### src/rtl/fetch_unit_if.sv
// Fetch-stage bus bundle: instruction memory port, redirect input
// and the decode-side valid/ready instruction handoff.
interface fetch_unit_if;
  logic        imem_req;
  logic [31:0] imem_addr;
  logic        imem_gnt;
  logic        imem_rvalid;
  logic [31:0] imem_rdata;
  logic        redirect_valid;
  logic [31:0] redirect_pc;
  logic        instr_valid;
  logic        instr_ready;
  logic [31:0] instruction;
  logic [31:0] instr_pc;

  modport master (
    output imem_req,
    output imem_addr,
    input  imem_gnt,
    input  imem_rvalid,
    input  imem_rdata,
    input  redirect_valid,
    input  redirect_pc,
    output instr_valid,
    input  instr_ready,
    output instruction,
    output instr_pc
  );

  modport slave (
    input  imem_req,
    input  imem_addr,
    output imem_gnt,
    output imem_rvalid,
    output imem_rdata,
    output redirect_valid,
    output redirect_pc,
    input  instr_valid,
    output instr_ready,
    input  instruction,
    input  instr_pc
  );
endinterface

### src/rtl/fetch_unit.sv
// Instruction fetch stage: owns the PC, one outstanding imem read,
// hands instructions to decode, squashes fetches on redirect.
module fetch_unit #(
  parameter logic [31:0] RESET_PC  = 32'h0000_0000,
  parameter logic [31:0] NOP_INSTR = 32'h0000_0013
) (
  input logic         clk,
  input logic         rst,
  fetch_unit_if.master bus
);

  typedef enum logic [2:0] {
    IDLE,
    REQ,
    WAIT,
    HOLD,
    DROP
  } state_t;

  state_t      state;
  logic [31:0] pc;
  logic        req;
  logic        valid;
  logic [31:0] instr;
  logic [31:0] ipc;
  logic [31:0] rd_pc;

  assign rd_pc = bus.redirect_pc & ~32'h3;

  assign bus.imem_req    = req;
  assign bus.imem_addr   = pc;
  assign bus.instr_valid = valid;
  assign bus.instruction = instr;
  assign bus.instr_pc    = ipc;

  // Fetch FSM; redirect overrides everything except IDLE.
  always_ff @(posedge clk or posedge rst) begin
    if (rst) begin
      state <= IDLE;
      pc    <= RESET_PC;
      req   <= 1'b0;
      valid <= 1'b0;
      instr <= NOP_INSTR;
      ipc   <= 32'h0;
    end else begin
      unique case (state)
        IDLE: begin
          state <= REQ;
          req   <= 1'b1;
        end
        REQ: begin
          if (bus.redirect_valid) begin
            pc    <= rd_pc;
            valid <= 1'b0;
            instr <= NOP_INSTR;
            if (bus.imem_gnt) begin
              state <= DROP;
              req   <= 1'b0;
            end else begin
              state <= REQ;
              req   <= 1'b1;
            end
          end else if (bus.imem_gnt) begin
            state <= WAIT;
            req   <= 1'b0;
          end
        end
        WAIT: begin
          if (bus.redirect_valid) begin
            pc    <= rd_pc;
            valid <= 1'b0;
            instr <= NOP_INSTR;
            if (bus.imem_rvalid) begin
              state <= REQ;
              req   <= 1'b1;
            end else begin
              state <= DROP;
            end
          end else if (bus.imem_rvalid) begin
            instr <= bus.imem_rdata;
            ipc   <= pc;
            valid <= 1'b1;
            pc    <= pc + 32'd4;
            state <= HOLD;
          end
        end
        HOLD: begin
          if (bus.redirect_valid) begin
            pc    <= rd_pc;
            valid <= 1'b0;
            instr <= NOP_INSTR;
            state <= REQ;
            req   <= 1'b1;
          end else if (bus.instr_ready) begin
            valid <= 1'b0;
            instr <= NOP_INSTR;
            state <= REQ;
            req   <= 1'b1;
          end
        end
        DROP: begin
          if (bus.redirect_valid) begin
            pc    <= rd_pc;
            valid <= 1'b0;
            instr <= NOP_INSTR;
          end
          if (bus.imem_rvalid) begin
            state <= REQ;
            req   <= 1'b1;
          end
        end
        default: begin
          state <= IDLE;
          req   <= 1'b0;
        end
      endcase
    end
  end

endmodule

### src/flat_wrapper.sv
// flat-port wrapper written by rule: the top's interface ports become plain ports
module fetch_unit_flat 
#(
  parameter logic [31:0] RESET_PC  = 32'h0000_0000,
  parameter logic [31:0] NOP_INSTR = 32'h0000_0013
)
  (clk, rst, bus_imem_req, bus_imem_addr, bus_imem_gnt, bus_imem_rvalid, bus_imem_rdata, bus_redirect_valid, bus_redirect_pc, bus_instr_valid, bus_instr_ready, bus_instruction, bus_instr_pc);
  fetch_unit_if bus_i ();
  input logic clk;
  input logic rst;
  output wire logic [$bits(bus_i.imem_req)-1:0] bus_imem_req;
  output wire logic [$bits(bus_i.imem_addr)-1:0] bus_imem_addr;
  input wire logic [$bits(bus_i.imem_gnt)-1:0] bus_imem_gnt;
  input wire logic [$bits(bus_i.imem_rvalid)-1:0] bus_imem_rvalid;
  input wire logic [$bits(bus_i.imem_rdata)-1:0] bus_imem_rdata;
  input wire logic [$bits(bus_i.redirect_valid)-1:0] bus_redirect_valid;
  input wire logic [$bits(bus_i.redirect_pc)-1:0] bus_redirect_pc;
  output wire logic [$bits(bus_i.instr_valid)-1:0] bus_instr_valid;
  input wire logic [$bits(bus_i.instr_ready)-1:0] bus_instr_ready;
  output wire logic [$bits(bus_i.instruction)-1:0] bus_instruction;
  output wire logic [$bits(bus_i.instr_pc)-1:0] bus_instr_pc;
  assign bus_imem_req = bus_i.imem_req;
  assign bus_imem_addr = bus_i.imem_addr;
  assign bus_i.imem_gnt = bus_imem_gnt;
  assign bus_i.imem_rvalid = bus_imem_rvalid;
  assign bus_i.imem_rdata = bus_imem_rdata;
  assign bus_i.redirect_valid = bus_redirect_valid;
  assign bus_i.redirect_pc = bus_redirect_pc;
  assign bus_instr_valid = bus_i.instr_valid;
  assign bus_i.instr_ready = bus_instr_ready;
  assign bus_instruction = bus_i.instruction;
  assign bus_instr_pc = bus_i.instr_pc;
  fetch_unit #(.RESET_PC(RESET_PC), .NOP_INSTR(NOP_INSTR)) u_core (.clk(clk), .rst(rst), .bus(bus_i));
endmodule
### config.mk
export PLATFORM = sky130hd
export DESIGN_NAME = fetch_unit_flat
export DESIGN_NICKNAME = d
export VERILOG_FILES = /design/src/rtl/fetch_unit_if.sv /design/src/rtl/fetch_unit.sv /design/src/flat_wrapper.sv
export SDC_FILE = /design/constraint.sdc
export NUM_CORES = 1
export LEC_CHECK = 0
export ABC_AREA = 1
export CORE_UTILIZATION = 35
export DETAILED_ROUTE_END_ITERATION = 8
export PLACE_DENSITY = 0.73
export SLEW_MARGIN = 20
export SYNTH_ARGS = -nofsm -noshare
export SYNTH_HDL_FRONTEND = slang
export SYNTH_SLANG_ARGS = --single-unit
### constraint.sdc
create_clock -name clk -period 4.23 [get_ports clk]
set_input_delay 0.846 -clock clk [delete_from_list [all_inputs] [get_ports clk]]
set_output_delay 0.846 -clock clk [all_outputs]
set_load 0.02 [all_outputs]
==> results.tsv <==
stage	metric	value	unit
worst_setup_path	CP startpoint kind	input pin	
timing	Final Hold Fails	0	
pwr	pwr/cell area	772	nW/um2
route	highest metal used	met4	
route	Total Wirelength	14600	um
clocking	clock latency at the later pin of the worst-skew pair	0.34	ns
die	die span in y	124	um
yosys	Ys Warns	0	
layout	nets	952	
clocking	# hold bufs at CTS	0	
placed_design	placed cells	1054	
layout	Syn-to-layout area delta	39.4	%
yosys	synth cell count leaders	nand2_1, nand3_1, dfrtp_1, nor2_1, inv_1	
yosys	Cells after Synth	733	
grt	largest net degree at the start of global routing	68	
worst_setup_path	CP required	4.43	ns
worst_setup_path	CP Capture Type	flip-flop	
timing	slew of the pin with the lowest slew margin	0.692	ns
timing	fin crit share	0.631	
layout	Finished Layout Cells	1070	
layout	share of layout cells above drive strength 1	0.0485	
yosys	biggest area consumer among synthesized cells	dfrtp_1	
pwr	Worst VDD drop	0.000284	V
placed_design	Port Buffer Count	161	
yosys	Yosys top cell area share	0.454	
clocking	CTS buffer count	9	
timing	headroom to the max-slew limit	0.539	
placed_design	post-DP HPWL	10300	um
grt	GRT Total Usage	0.198	
timing	final worst slack	1.56	ns
timing	setup total negative slack	0	ns
hold_path	Hold Path Class	reg2reg	
route	Via density	4.74	
layout	# fillers	1429	
yosys	asr flop ratio synth	1.00	
route	Avg WL per Cell	13.6	um
yosys	most frequent cell after synthesis	nand2_1	
yosys	Syn Std Cell Area	5180	um2
route	Antenna Nets Post-Route	0	
worst_setup_path	Worst Path Max Fanout	25	
clocking	CTS max path bufs	2	
grt	number of global-route vias before repair	4641	
timing	RSZ-0062 raised after global routing	false	
yosys	EDFF count, synth	0	
die	starting density of the core	0.358	
yosys	Synth cell types	27	
yosys	Top FF cell, synth	dfrtp_1	
placed_design	Place WS	1.17	ns
yosys	Mapped Avg Cell Area	7.07	um2
die	io pins	168	
grt	grt total ovfl	0	
clocking	CTS sink cnt	97	
worst_setup_path	CP Data Arrival Time	2.87	ns
route	Starting DRT DRC Count	439	
yosys	Yosys reg bits	97	
timing	Period minus WS final	2.67	ns
route	routed wire length on met2	6670	um
clocking	Clock Tree Root	clkbuf_16	
die	DIE WIDTH	124	um
clocking	CTS tree	built	
run_status	outcome	complete, no violations	
yosys	post-synthesis sequential area ratio	0.469	
route	wl on met1	6830	um
pwr	Static Leak	3.45	nW
timing	Max Fclk	375	MHz
die	die area	15300	um2
worst_setup_path	kind of critical path	in2reg	
grt	initial antenna violation count	0	
route	Initial DRT Pass Iterations	5	
clocking	Clock Pin Slew Worst Setup and Hold Paths	0.07	ns
clocking	Post-CTS Setup Bufs	0	
clocking	H-tree levels	3	
job	number of max-cap violations	0	
timing	setup violators final	0	
route	total number of vias	5069	
timing	Slew Limit Fails	0	
layout	antenna cell count	0	
route	WL met3	794	um
yosys	Area contributors post-synth	dfrtp_1, nand2_1, nand3_1	
die	placeable core area	14500	um2
timing	Final Skew	0.00708	ns
placed_design	gpl congestion	0.877	
route	DR DRC count	0	
clocking	post-CTS sizing	0	
grt	global-route wire length before repair	23600	um
die	Rows	44	
-- power by group --
group / internal, mW / switching, mW
logic: 1.19 / 1.75
clock network: 0.464 / 0.380
registers: 1.35 / 0.435
-- sequential cells by signal (all words and copies together), names as in the netlist --
register and count:
u_core.bus.instr_pc 30, u_core.state 3, u_core.bus.instr_valid 1, u_core.bus.imem_req 1, u_core.bus.instruction 32, u_core.bus.imem_addr 30
-- cells by family (layout without fill, tap and decap cells) --
logic type / Yosys count / in the layout / share of synthesized area
AOI/OAI and AO/OA: 18 / 18 / 0.0183
xor gates and xnor gates: 8 / 8 / 0.0135
adders and majority gates: 1 / 1 / 0.00241
buffers and inverters: 79 / 229 / 0.0676
DFF: 97 / 97 / 0.469
other: 1 / 4 / 0.000723
and+or+nand+nor: 529 / 529 / 0.428
-- layout make-up --
type / instances / area [um2] / share of cell area
multi-input cells: 560 / 2410 / 0.334
flip-flops and latches: 97 / 2430 / 0.337
inverters: 45 / 171 / 0.0237
well taps: 184 / 230 / 0.0319
clock inverters: 7 / 76.3 / 0.0106
clock buffers: 9 / 225 / 0.0312
repair buffers: 168 / 1680 / 0.232
-- path summary, 6_finish.rpt --
path                                           start                        end  slack, ns  depth (start not counted)
min in group asynchronous                        rst    u_core.bus.instr_pc[13]       0.93                          2
setup / recovery                  bus_redirect_valid    u_core.bus.imem_addr[5]       1.56                          7
hold / removal             u_core.bus.instruction[1]  u_core.bus.instruction[1]       0.46                          2
setup reg to reg                     u_core.state[1]    u_core.bus.imem_addr[5]       2.03                          8
max in group asynchronous                        rst  u_core.bus.instruction[0]       2.57                          3
hold reg to reg            u_core.bus.instruction[1]  u_core.bus.instruction[1]       0.46                          2
-- layer usage --
metal	GRT usage	up-vias
li1	-	2592
met1	0.271	2326
met2	0.320	132
met3	0.0330	19
met5	0	-
met4	0.0602	0
-- critical path, cell delays in order --
cell	delay [ns]
clkdlybuf4s50_1	0.45
buf_4	0.18
inv_2	0.17
nand3_2	0.15
nand3_2	0.45
inv_2	0.46
o21ai_0	0.15
-- layout by cell type, fill, tap and decap left out --
cell type	synthesis	layout
nand2_1	309	309
clkbuf_16	0	9
bufinv_16	0	1
nor2_4	2	2
ha_1	1	1
inv_4	0	1
o21ai_0	14	14
a21oi_1	1	1
clkinvlp_4	0	2
nand2_2	2	2
clkinv_2	0	1
o211ai_1	2	2
o21ai_1	1	1
dfstp_2	3	3
nand3_2	2	2
nor2_2	2	2
buf_4	6	6
inv_1	38	37
or2_1	10	10
xor2_1	5	5
nor2_1	76	76
nand4_1	7	7
inv_2	7	7
xnor2_1	3	3
and2_1	2	2
or2_2	1	1
buf_12	0	1
nand3b_1	1	1
nand3_1	115	115
conb_1	1	4
clkdlybuf4s50_1	0	161
dfrtp_1	94	94
inv_6	0	3
-- through the flow --
stage | hold slack [ns] | power [mW] | utilization | cell area (um2)
after global routing | 0.487 | 6.07 | 0.499 | 7220
after CTS | 0.465 | 5.63 | 0.499 | 7220
final | 0.463 | 5.58 | 0.499 | 7220
after floorplan | 0.495 | 3.54 | - | 5190
after global placement | 0.452 | 4.72 | 0.478 | 6920
after detailed placement | 0.454 | 4.77 | 0.478 | 6920
Power figures use the tool's default switching activity.
